<file path="src/rtl/score_max_tracker.sv">
// Tracks the signed maximum score and its (row, col) position over a raster-order
// ROWS x COLS cell stream, then offers the result through a valid/ready handshake.
module score_max_tracker #(
  parameter int W    = 12,
  parameter int ROWS = 64,
  parameter int COLS = 64,
  parameter int RW   = (ROWS > 1) ? $clog2(ROWS) : 1,
  parameter int CW   = (COLS > 1) ? $clog2(COLS) : 1
) (
  input  logic          clk,
  input  logic          rst_n,
  input  logic          start,
  input  logic          in_valid,
  input  logic [W-1:0]  in_score,
  output logic          in_ready,
  output logic          busy,
  output logic          out_valid,
  input  logic          out_ready,
  output logic [W-1:0]  best_score,
  output logic [RW-1:0] best_row,
  output logic [CW-1:0] best_col
);

  typedef enum logic [1:0] {IDLE, SCAN, DONE} state_t;

  state_t        state, state_next;
  logic [RW-1:0] row;
  logic [CW-1:0] col;
  logic          first;
  logic          accept;
  logic          last_col;
  logic          last_row;
  logic          take;

  assign in_ready = (state == SCAN);
  assign accept   = in_valid && in_ready;
  assign last_col = (col == CW'(COLS - 1));
  assign last_row = (row == RW'(ROWS - 1));
  // Strict compare keeps the earliest raster position on ties.
  assign take     = accept && (first || ($signed(in_score) > $signed(best_score)));

  always_comb begin
    state_next = state;
    unique case (state)
      IDLE:    if (start) state_next = SCAN;
      SCAN:    if (accept && last_col && last_row) state_next = DONE;
      DONE:    if (out_ready) state_next = IDLE;
      default: state_next = IDLE;
    endcase
  end

  always_ff @(posedge clk) begin
    if (!rst_n) begin
      state      <= IDLE;
      busy       <= 1'b0;
      out_valid  <= 1'b0;
      best_score <= '0;
      best_row   <= '0;
      best_col   <= '0;
      row        <= '0;
      col        <= '0;
      first      <= 1'b1;
    end else begin
      state     <= state_next;
      // Status flags come from the next state so they line up with the state register.
      busy      <= (state_next != IDLE);
      out_valid <= (state_next == DONE);

      if (state == IDLE && start) begin
        row   <= '0;
        col   <= '0;
        first <= 1'b1;
      end

      if (take) begin
        best_score <= in_score;
        best_row   <= row;
        best_col   <= col;
        first      <= 1'b0;
      end

      if (accept) begin
        if (last_col) begin
          col <= '0;
          row <= last_row ? '0 : row + 1'b1;
        end else begin
          col <= col + 1'b1;
        end
      end
    end
  end

endmodule

</file>
<file path="config.mk">
export PLATFORM = sky130hd
export DESIGN_NAME = score_max_tracker
export DESIGN_NICKNAME = d
export VERILOG_FILES = /design/src/rtl/score_max_tracker.sv
export SDC_FILE = /design/constraint.sdc
export NUM_CORES = 1
export LEC_CHECK = 0
export CORE_AREA = 4 4 70 72
export DETAILED_ROUTE_END_ITERATION = 12
export DIE_AREA = 0 0 74 76
export HOLD_SLACK_MARGIN = 0.12
export PLACE_DENSITY = 0.74
export SLEW_MARGIN = 20
export SYNTH_ARGS = -nofsm -noshare
export SYNTH_HDL_FRONTEND = slang
export SYNTH_SLANG_ARGS = --single-unit
</file>
<file path="constraint.sdc">
create_clock -name clk -period 2.6 [get_ports clk]
set_input_delay 0.26 -clock clk [delete_from_list [all_inputs] [get_ports clk]]
set_output_delay 0.26 -clock clk [all_outputs]
set_load 0.005 [all_outputs]
</file>
==> metrics.md <==
| Metric | Value |
|---|---|
| Proportion of layout cells with a drive suffix above 1 | `5.90%` |
| CP top delay family | `compound AO/OA/AOI/OAI gates` |
| Ant diodes | `0` |
| Most common cell after layout, fill and taps aside | `nand2_1` |
| DR iter-0 viols | `81` |
| Met2 WL | `2.00 mm` |
| Number of global-route vias before repair | `1,662` |
| CP max stage delay | `0.47 ns` |
| Final nets | `318` |
| Post-route ant nets | `0` |
| #FFs+latches synth | `41` |
| Antenna violations before repair | `0` |
| Total GRT Usage | `16.6%` |
| Post-DP HPWL | `3.21 mm` |
| Leak | `0.000965 uW` |
| Clock Sinks | `41` |
| Setup TNS | `0 ns` |
| Core area | `0.00429 mm2` |
| Wirelength per Cell | `13.0 um` |
| Hold depth | `2` |
| Total power | `1300 uW` |
| CTS Root Cell | `clkbuf_8` |
| CTS Buffer Depth | `2` |
| Netlist cell types | `37` |
| Layout fillers | `403` |
| CTS tree | `yes` |
| HP Start | `rst_n` |
| Final number of setup-violating endpoints | `0` |
| DR pass1 iterations | `4` |
| First-pass GRT wire length | `7.49 mm` |
| Synthesized area per cell | `8.68 um2` |
| Max cap viols | `0` |
| Reg2reg path depth | `8` |
| Met1 wire length | `2.12 mm` |
| CP required | `2.82 ns` |
| Starting Density | `49.1%` |
| Critical-path maximum fanout | `19` |
| Dpl cell area | `0.00258 mm2` |
| Worst r2r src | `best_score[2]` |
| Buf/Inv on CP | `2` |
| Seq/Total Area, Yosys | `38.9%` |
| Final Wtd Congestion | `0.795` |
| R2R Path End | `best_score[2]` |
| Finished Cell Area | `0.00267 mm2` |
| CP cell instances | `clkdlybuf4s50_1 > ha_1 > a21oi_1 > o221ai_1 > a2111o_1 > o211ai_4 > buf_12 > mux2i_1` |
| Critical path class | `in -> reg` |
| Run status | `finished clean` |
| Die height | `76 um` |
| Slowest cell on crit path | `a2111o_1` |
| IO Port Bufs | `43` |
| Most frequent cells in the layout | `nand2_1 (54), clkdlybuf4s50_1 (42), dfxtp_1 (41), mux2i_1 (25)` |
| Die area | `0.00562 mm2` |
| Grt ovf | `0` |
| Final Max Tran Viols | `0` |
| WL met3 | `243 um` |
| Synthesized Nets | `274` |
| TritonCTS Buffers | `5` |
| PwrDens | `489 mW/mm2` |
| Cts repair resizes | `0` |
| Hold Crit Class | `in -> reg` |
| Hold-fix buffers at CTS | `0` |
| RSZ-0062 raised after global routing | `no` |
| Avg Vias per Cell | `5.27` |
| Horiz. Die Dim | `74 um` |
| F_max | `0.470 GHz` |
| Area Overhead vs Synth | `26.7%` |
| FP Rows | `24` |
| Pin count of the biggest net entering global routing | `41` |
| Minimum clock period | `2.13 ns` |
| WL final | `4.41 mm` |
| Critical path arrival | `2.35 ns` |
| Top Ports | `44` |
| Worst slew pin tran | `0.600 ns` |
| Maximum vdd ir drop | `0.320 mV` |
| End of the worst hold path | `first` |
| Residual DRC count | `0` |
| Clock Skew | `0.0110 ns` |
| Top Layer Used | `met4` |
| Post-Syn Area | `0.00211 mm2` |
| Final Hold Vio Count | `0` |
| Clock Pin Slew Worst Setup and Hold Paths | `0.08 ns` |
| Crit. End Element | `flip-flop` |
| Post-CTS setup buffers | `0` |
| Detailed-route via count | `1,792` |
| Type of origin of the critical path | `primary input` |
| Yosys warns | `0` |
| R2r setup slk | `0.48 ns` |
| Area of the multi-input gates | `0.00117 mm2` |
| Deepest level of the CTS H-tree | `2` |
| Fin crit share | `81.8%` |
| Worst-Skew Late Latency | `0.30 ns` |
| Reg area | `821 um2` |
| Slew headroom | `59.9%` |
| Mapped Cells | `243` |
==> flip-flops by register name, indices dropped and copies added, names as in the netlist <==
register / count
best_score: 12
first: 1
best_row: 6
state: 2
col: 6
busy: 1
best_col: 6
row: 6
out_valid: 1
==> per-layer routing <==
layer | vias to the layer above | track usage, %
met5 | - | 0
met4 | 0 | 5.43
li1 | 926 | -
met1 | 821 | 22.5
met2 | 41 | 25.4
met3 | 4 | 4.49
==> per-stage QoR <==
step                      hold slack [ns]  instances  setup slack (ns)  util [%]
after floorplan                     0.402        243             0.590         -
after global placement              0.442        332             0.223      60.2
after detailed placement            0.454        332             0.167      60.2
after CTS                           0.342        340             0.465      62.2
after global routing                0.362        340             0.308      62.2
final                               0.346        340             0.473      62.2
==> cell type report <==
class	count	share of cell area [%]
clock buffers	6	2.72
clock inverters	2	0.562
inverters	14	1.97
multi-input cells	177	43.8
flip-flops and latches	41	30.7
well taps	52	2.44
repair buffers	48	17.8
==> power breakdown <==
group / leakage [uW] / internal [uW] / switching (uW)
combinational: 0.000596 / 120 / 107
sequential: 0.000332 / 647 / 15.0
clock: 0.0000374 / 189 / 227
total: 0.000965 / 956 / 349
==> how the worst max path moves through the flow <==
stage / from / cells after the start / slack, ns / to
global placement: in_score[2] / 8 / 0.22 / best_row[0]
floorplan: best_score[2] / 8 / 0.59 / best_col[5]
detailed placement: in_score[2] / 8 / 0.17 / best_score[2]
finish: in_score[2] / 8 / 0.47 / best_score[2]
CTS: in_score[2] / 8 / 0.47 / best_score[2]
global route: best_score[2] / 8 / 0.31 / best_row[0]
==> cell usage after synthesis (all sizes together) <==
cell    count  area, um2
o311ai      1       16.3
nand3       4       20.0
or3         1       6.26
dfxtp      41        821
a221oi      1       8.76
nor2b       6       37.5
ha         14        175
o211ai      1       21.3
a2111o      1       11.3
a21o        1       7.51
nor3        2       10.0
or3b        1       8.76
a31oi       1       6.26
o21ai      11       55.1
nand2      54        203
buf         4       38.8
mux2i      25        250
inv        14       52.6
and3        3       18.8
nand3b      6       45.0
a21oi       8       40.0
a311oi      2       17.5
and2        2       12.5
nor2       11       41.3
o221ai      1       8.76
a21boi      8       60.1
nor3b       1       7.51
or4         1       7.51
and3b       1       8.76
clkbuf      7       26.3
o21a        2       15.0
a22oi       2       15.0
nand4       4       25.0
o31a        1       10.0
==> cell families (layout without fill, tap and decap cells) <==
kind of cell	count (synthesis)	count (layout)	share of synthesized area, %
and+or+nand+nor	97	97	21.4
DFF	41	41	38.9
buffers and inverters	25	70	5.58
adders and majority gates	14	14	8.31
muxes	25	25	11.9
AOI/OAI and AO/OA	41	41	13.9
No activity file was read; power rests on OpenSTA's default activity.
